**config.mk**
```make
export PLATFORM = sky130hd
export DESIGN_NAME = hdmi_timing_ctrl
export DESIGN_NICKNAME = d
export VERILOG_FILES = /design/src/rtl/hdmi_timing_ctrl.sv
export SDC_FILE = /design/constraint.sdc
export NUM_CORES = 1
export LEC_CHECK = 0
export ABC_AREA = 1
export CORE_ASPECT_RATIO = 1.25
export CORE_UTILIZATION = 59
export CTS_BUF_LIST = sky130_fd_sc_hd__clkbuf_8
export DETAILED_ROUTE_END_ITERATION = 7
export PLACE_DENSITY_LB_ADDON = 0.08
export SLEW_MARGIN = 20
export SYNTH_ARGS = -nofsm -noshare
export SYNTH_HDL_FRONTEND = slang
export SYNTH_SLANG_ARGS = --single-unit
```
**constraint.sdc**
```tcl
create_clock -name vga_clk -period 2.9 [get_ports vga_clk]
set_input_delay 0.58 -clock vga_clk [delete_from_list [all_inputs] [get_ports vga_clk]]
set_output_delay 0.58 -clock vga_clk [all_outputs]
set_load 0.02 [all_outputs]
```
**src/rtl/hdmi_timing_ctrl.sv**
```systemverilog
// Video timing generator for the HDMI encoder: IDLE/RUN/DRAIN sequencing, sync,
// active-window and one-cycle-early pixel request, all outputs registered.
module hdmi_timing_ctrl #(
  parameter int H_SYNC   = 96,
  parameter int H_BACK   = 48,
  parameter int H_VALID  = 640,
  parameter int H_TOTAL  = 800,
  parameter int V_SYNC   = 2,
  parameter int V_BACK   = 33,
  parameter int V_VALID  = 480,
  parameter int V_TOTAL  = 525,
  parameter bit SYNC_POL = 1'b1
) (
  input  logic       vga_clk,
  input  logic       sys_rst_n,
  input  logic       locked,
  input  logic       enable,
  output logic       hsync,
  output logic       vsync,
  output logic       rgb_valid,
  output logic       pix_data_req,
  output logic [9:0] pix_x,
  output logic [9:0] pix_y,
  output logic       frame_start,
  output logic       busy
);

  localparam int HW = $clog2(H_TOTAL + 1);
  localparam int VW = $clog2(V_TOTAL + 1);

  localparam logic [HW-1:0] H_LAST  = HW'(H_TOTAL - 1);
  localparam logic [HW-1:0] H_SYN_E = HW'(H_SYNC);
  localparam logic [HW-1:0] H_ACT_B = HW'(H_SYNC + H_BACK);
  localparam logic [HW-1:0] H_ACT_E = HW'(H_SYNC + H_BACK + H_VALID);
  localparam logic [HW-1:0] H_REQ_B = HW'(H_SYNC + H_BACK - 1);
  localparam logic [HW-1:0] H_REQ_E = HW'(H_SYNC + H_BACK + H_VALID - 1);
  localparam logic [VW-1:0] V_LAST  = VW'(V_TOTAL - 1);
  localparam logic [VW-1:0] V_SYN_E = VW'(V_SYNC);
  localparam logic [VW-1:0] V_ACT_B = VW'(V_SYNC + V_BACK);
  localparam logic [VW-1:0] V_ACT_E = VW'(V_SYNC + V_BACK + V_VALID);

  typedef enum logic [1:0] {IDLE, RUN, DRAIN} state_t;

  state_t          state_q, state_d;
  logic [HW-1:0]   h_q, h_d, h_nxt;
  logic [VW-1:0]   v_q, v_d, v_nxt;
  logic            frame_end;

  logic            hsync_d, vsync_d, rgb_valid_d, req_d, fs_d, busy_d;
  logic [9:0]      pix_x_d, pix_y_d;
  logic            act, v_win;

  always_comb begin
    h_nxt     = (h_q == H_LAST) ? '0 : h_q + 1'b1;
    v_nxt     = v_q;
    if (h_q == H_LAST) v_nxt = (v_q == V_LAST) ? '0 : v_q + 1'b1;
    frame_end = (h_q == H_LAST) && (v_q == V_LAST);

    state_d = state_q;
    h_d     = h_q;
    v_d     = v_q;
    if (!locked) begin
      state_d = IDLE;
      h_d     = '0;
      v_d     = '0;
    end else begin
      case (state_q)
        IDLE: begin
          h_d = '0;
          v_d = '0;
          if (enable) state_d = RUN;
        end
        RUN: begin
          h_d = h_nxt;
          v_d = v_nxt;
          if (!enable) state_d = DRAIN;
        end
        DRAIN: begin
          // a returning enable resumes mid-frame without touching the counters
          if (enable) begin
            state_d = RUN;
            h_d     = h_nxt;
            v_d     = v_nxt;
          end else if (frame_end) begin
            state_d = IDLE;
            h_d     = '0;
            v_d     = '0;
          end else begin
            h_d = h_nxt;
            v_d = v_nxt;
          end
        end
        default: begin
          state_d = IDLE;
          h_d     = '0;
          v_d     = '0;
        end
      endcase
    end
  end

  // outputs are decoded from next-state so the registered value lines up with its counter cycle
  always_comb begin
    act         = (state_d != IDLE);
    v_win       = (v_d >= V_ACT_B) && (v_d < V_ACT_E);
    hsync_d     = (act && (h_d < H_SYN_E)) ? SYNC_POL : ~SYNC_POL;
    vsync_d     = (act && (v_d < V_SYN_E)) ? SYNC_POL : ~SYNC_POL;
    rgb_valid_d = act && v_win && (h_d >= H_ACT_B) && (h_d < H_ACT_E);
    req_d       = act && v_win && (h_d >= H_REQ_B) && (h_d < H_REQ_E);
    pix_x_d     = req_d ? 10'(h_d - H_REQ_B) : '0;
    pix_y_d     = req_d ? 10'(v_d - V_ACT_B) : '0;
    fs_d        = (state_d == RUN) && (h_d == '0) && (v_d == '0);
    busy_d      = act;
  end

  always_ff @(posedge vga_clk or negedge sys_rst_n) begin
    if (!sys_rst_n) begin
      state_q      <= IDLE;
      h_q          <= '0;
      v_q          <= '0;
      hsync        <= ~SYNC_POL;
      vsync        <= ~SYNC_POL;
      rgb_valid    <= 1'b0;
      pix_data_req <= 1'b0;
      pix_x        <= '0;
      pix_y        <= '0;
      frame_start  <= 1'b0;
      busy         <= 1'b0;
    end else begin
      state_q      <= state_d;
      h_q          <= h_d;
      v_q          <= v_d;
      hsync        <= hsync_d;
      vsync        <= vsync_d;
      rgb_valid    <= rgb_valid_d;
      pix_data_req <= req_d;
      pix_x        <= pix_x_d;
      pix_y        <= pix_y_d;
      frame_start  <= fs_d;
      busy         <= busy_d;
    end
  end

endmodule

```
# Word level (Yosys, flattened, before mapping)
# Cells that the tools add are included.
[op_classes]
addsub = 4
order_cmp = 8
n_eq_ne = 5
n_mux = 21
n_reduce_logical = 15
[op_table]
columns = ["operator", "count"]
rows = [
  ["2-to-1 mux 10 bit", 11],
  ["one-hot mux 10 bit (2 select lines)", 2],
  ["< comparator 10 bit (second input constant)", 3],
  ["adder 10 x 1 -> 10 bit (second input constant)", 2],
  ["== test 10 bit (second input constant)", 2],
  [">= comparator 10 x 8 -> 1 bit (second input constant)", 2],
  ["logical NOT 10 bit", 2],
  ["logical AND 1 bit", 11],
  [">= comparator 10 x 6 -> 1 bit (second input constant)", 1],
  ["< comparator 10 x 2 -> 1 bit (second input constant)", 1],
  ["< comparator 10 x 7 -> 1 bit (second input constant)", 1],
  ["2-to-1 mux 2 bit", 5],
  ["subtractor 10 x 6 -> 10 bit (second input constant)", 1],
  ["subtractor 10 x 8 -> 10 bit (second input constant)", 1],
  ["one-hot mux 2 bit (3 select lines)", 1],
  ["== test 2 x 1 -> 1 bit (second input constant)", 2],
  ["== test 2 bit (second input constant)", 1],
  ["logical NOT 2 bit", 1],
  ["2-to-1 mux 1 bit", 2],
  ["nonzero test 2 bit", 1],
]
[word_totals]
reg_bits = 48
elab_cells = 64

# Longest topological paths before layout
[depth]
depth_word = 13
depth_mapped = 18
ltp_nobuf = 17

# Worst setup path after synthesis
# Ideal clock, no wire load.
[synth_path]
path_kind = "register -> register"
startpoint = "register h_q[0]"
endpoint = "register pix_x[0]"
setup_time_ps = 69
arrival_ps = 2581
required_time_ps = 2831
path_slack_ps = 250
stages_incl_launch_ff = 18
path_buffers = 2
period_less_slack_ps = 2650
cell_sequence = "dfrtp_1 > ha_1 > nand3_2 > nor2_4 > nand2_4 > buf_6 > nand2_1 > nor2_1 > ha_1 > nand4_1 > nor2_2 > nand3_1 > nand3_1 > nand2_1 > nor2_1 > nand4_4 > buf_6 > nor2_2"
[synth_via]
word_cells_on_any_way = 28
classes_between = "add/sub: 2; order compare: 4; eq/ne: 1; mux: 15; reduce/logical: 6"
[synth_lines]
columns = ["element", "line", "text"]
rows = [
  ["start: declaration", "45", "logic [HW-1:0] h_q, h_d, h_nxt;"],
  ["start signal: assignment", "119", "h_q <= '0;"],
  ["start signal: assignment", "131", "h_q <= h_d;"],
  ["adder 10 x 1 -> 10 bit or == test 10 bit (tied branches)", "54, 57", ""],
  ["2-to-1 mux 10 bit or logical AND 1 bit (tied branches)", "54, 57", ""],
  ["2-to-1 mux 10 bit", "84", "end else if (frame_end) begin"],
  ["2-to-1 mux 10 bit", "80", "if (enable) begin"],
  ["one-hot mux 10 bit (2 select lines) (*)", "67", "case (state_q)"],
  ["2-to-1 mux 10 bit (*)", "62", "if (!locked) begin"],
  ["via h_d[0]", "45", ""],
  [">= comparator 10 x 8 -> 1 bit", "109", "req_d = act && v_win && (h_d >= H_REQ_B) && (h_d < H_REQ_E);"],
  ["logical AND 1 bit (2 in a row)", "109", ""],
  ["2-to-1 mux 10 bit (*)", "110", "pix_x_d = req_d ? 10'(h_d - H_REQ_B) : '0;"],
  ["via pix_x_d[0]", "50", "logic [9:0] pix_x_d, pix_y_d;"],
  ["end signal: assignment", "137", "pix_x <= pix_x_d;"],
  ["end: declaration", "22", "output logic [9:0] pix_x,"],
]
# The timed path passes the listed nets; every way through them passes the cells marked *.

# Worst setup path after layout
[layout_path]
startpoint = "register h_q[0]"
endpoint = "register pix_y[9]"
[layout_via]
word_cells_on_any_way = 28
classes_between = "add/sub: 2; order compare: 4; eq/ne: 1; mux: 15; reduce/logical: 6"
[layout_lines]
columns = ["element", "line", "text"]
rows = [
  ["adder 10 x 1 -> 10 bit or == test 10 bit (tied branches)", "54, 57", ""],
  ["2-to-1 mux 10 bit or logical AND 1 bit (tied branches)", "54, 57", ""],
  ["2-to-1 mux 10 bit", "84", ""],
  ["2-to-1 mux 10 bit", "80", ""],
  ["one-hot mux 10 bit (2 select lines) (*)", "67", ""],
  ["2-to-1 mux 10 bit (*)", "62", ""],
  ["via h_d[0]", "45", ""],
  [">= comparator 10 x 8 -> 1 bit", "109", ""],
  ["logical AND 1 bit", "109", ""],
  ["logical AND 1 bit (*)", "109", ""],
  ["2-to-1 mux 10 bit (*)", "111", "pix_y_d = req_d ? 10'(v_d - V_ACT_B) : '0;"],
  ["via pix_y_d[9]", "50", ""],
  ["end signal: assignment", "138", "pix_y <= pix_y_d;"],
  ["end: declaration", "23", "output logic [9:0] pix_y,"],
]
# Marks and branches as above.

==> results.cfg <==
[floorplanning]
ios = 30
start_util_pct = 63.10
placeableCoreArea_um2 = 4527
fp.dieW_um = 64.24
dieArea_um2 = 5126
die_h_um = 79.80
rows = 27

[placed_design]
dp_hpwl_mm = 4.966
port-buffer-count = 29
place_area_um2 = 3321
gp_congestion = 0.9676
dpl.cell_count = 453

[critical_path]
timing.rr.end = pix_y[9]$_DFF_PN0_
r2r_setup_slack_ns = 0.29
crit_family = simple AND/OR/NAND/NOR gates
crit_type = reg -> reg
critPathLaunch = h_q[0]$_DFF_PN0_
cp_num_buf_inv = 3
crit_path_max_fanout = 21
slowest_stage = dfrtp_1
r2r_start = h_q[0]$_DFF_PN0_
cp_slowest_stage_delay_ns = 0.46
crit_chain = ha_1, nand3_2, nor2_4, nand2_4, nand2_1, nor2_1, ha_1, nand4_1, nor2_2, buf_4, inv_1, nor2_1, nor2_2, nand4_4, buf_12, nor2_1
startpoint_type = flip-flop
required_ns = 3.10
rr_worst_depth = 16
arrival_ns = 2.81
end_kind = flip-flop
cpMostUsedCell = nor2_1

[logic_synthesis]
synth_enable_flop_cells = 0
synth_compound_area_share_pct = 4.731
synthAdderAreaFrac_pct = 4.818
syn_avg_cell_area_um2 = 8.115
synth_top_family_by_area = simple AND/OR/NAND/NOR gates
syn_area_um2 = 2856
post-synth-top-area-fraction_pct = 42.05
synth_largest_area_cell = dfrtp_1
synth_ff_type = dfrtp_1
ys_types = 29
yosys-mux-area-fraction_pct = 0
synth.area.top_cells = dfrtp_1 (42%), nand2_1 (10%), inv_1 (7.4%)
yosys-top-cells-count = nand2_1 (79), inv_1 (56), dfrtp_1 (48)
synth-simple-area-share_pct = 35.17
synth_nets = 367
yosys.area_share.xor_xnor_pct = 4.293
yosys_warnings = 0
synth_seq_cells = 48
async_flop_share_pct = 100.0
ys_seq_area_share_pct = 42.05
yosysMostFrequentCell = nand2_1
syn_inst = 352

[drt]
routed_wl_mm = 6.285
vias = 2424
drt_pass1_iterations = 5
ant_nets = 0
drt_iter0_drc = 132
viasPerCell = 5.270
post_drt_wl_per_cell_um = 13.66
drc = 0

[power]
ir_drop_uv = 327.4
power.density_nw_per_um2 = 347.8
comb_power_share_pct = 9.6
clkPwrFrac_pct = 32.2
p_switching_mw = 0.2962
p_sw_share_pct = 25.02
seq_power_share_pct = 58.2
leakage_nw = 1.911
p_int_mw = 0.8877

[clock_tree]
clk_transition_reported_paths_ns = 0.09
htree_num_levels = 2
cts-root-buf = clkbuf_8
cts_setup_buffers = 0
cts_tree = built
cts_buffer_depth = 2
clkSinkCount = 48
clock_latency_ns = 0.30
cts_buffers = 5
post_cts_resized = 0
cts_hold_buf = 0

[finish]
antenna-diode-count = 0
drive_gt1_share_pct = 19.40
instances_no_fill = 460
nets = 417
nFillCells = 360
area_growth_pct = 19.19
final_core_util_pct = 75.21
design_area_um2 = 3405

[job]
cap_violations = 0

[timing]
fmax_ghz = 0.3829
worst_slew_pin_slew_ns = 0.4580
final.min_clock_period_ns = 2.612
finalSetupViolCount = 0
rsz0062_at_grt = false
tns_ns = 0
finalCritPeriodShare_pct = 90.05
slew_headroom_pct = 69.47
hold_viol_final = 0
skew_ns = 0.007401
holdWs_ns = 0.1501
finalMaxSlewViolations = 0

[global_route]
antenna_found_initial = 0
grt_use_total_pct = 27.51
grt_max_degree = 37
overflow = 0
grt_pass1_wl_mm = 10.59
grt_pass1_vias = 2389

[min_path]
hold_path_class = in -> async

[outcome]
outcome = finished clean
## cell families (layout without fill, tap and decap cells)
logic type / after synthesis / after routing
buf+inv: 62 / 112
simple gates: 199 / 199
flops: 48 / 48
fa+ha+maj: 11 / 11
compound gates: 18 / 18
xor+xnor: 14 / 14
## area by class of cell
class,instances,area (um2),share of cell area (%)
Multi-Input combinational cell,242,1403,41.20
Sequential cell,48,1201,35.28
Timing Repair Buffer,46,425.4,12.50
Inverter,59,221.5,6.505
Tap cell,58,72.57,2.132
Clock buffer,5,68.82,2.021
Clock inverter,2,12.51,0.3675
## power by group through the flow
stage | Clock, mW | Combinational (mW) | Sequential (mW)
2_1_floorplan | 0 | 0.0449 | 0.713
3_3_place_gp | 0 | 0.112 | 0.701
3_5_place_dp | 0 | 0.114 | 0.703
4_1_cts | 0.387 | 0.115 | 0.689
5_1_grt | 0.412 | 0.126 | 0.690
6_report | 0.382 | 0.113 | 0.689
## stage by stage
step | worst slack (ns) | power (mW)
final | 0.2885 | 1.184
after global routing | 0.01400 | 1.228
after CTS | 0.2226 | 1.191
after detailed placement | -0.03445 | 0.8167
after global placement | 0.06756 | 0.8137
after floorplan | 0.2504 | 0.7583
## layer usage
metal | up-vias | routed length [um] | global-route usage, %
li1 | 1200 | - | -
met4 | 0 | 203 | 11.78
met1 | 1149 | 2359 | 27.80
met3 | 16 | 206 | 3.857
met2 | 59 | 3515 | 54.89
met5 | - | 0 | 0
## worst max path at each step
| stage | slack, ns | cells after the start | to |
|---|---|---|---|
| floorplan | 0.25 | 17 | pix_x[0]$_DFF_PN0_ |
| global placement | 0.07 | 17 | pix_y[9]$_DFF_PN0_ |
| detailed placement | -0.03 | 17 | pix_y[3]$_DFF_PN0_ |
| CTS | 0.22 | 16 | pix_y[3]$_DFF_PN0_ |
| global route | 0.01 | 18 | pix_y[3]$_DFF_PN0_ |
| finish | 0.29 | 16 | pix_y[9]$_DFF_PN0_ |
## placed cells by master, fill, tap and decap left out, drive strengths merged
cell / synthesis / layout
ha: 11 / 11
or2: 1 / 1
o21bai: 2 / 2
a21oi: 6 / 6
xor2: 13 / 13
o2111a: 1 / 1
nand4: 15 / 15
dfrtp: 48 / 48
xnor2: 1 / 1
buf: 3 / 18
and2: 1 / 1
clkbuf: 0 / 5
inv: 59 / 59
nand2: 85 / 85
o21ai: 7 / 7
nor2: 59 / 59
nor3: 1 / 1
a31oi: 1 / 1
clkinvlp: 0 / 1
o31ai: 1 / 1
clkinv: 0 / 1
nand3: 37 / 37
clkdlybuf4s50: 0 / 28
## state kept, by name, indices dropped and copies added (netlist names), 2 cells and up
register and cells:
state_q 2, h_q 10, pix_y 10, pix_x 10, v_q 10
Note: power is estimated with default switching activity, not from simulation.
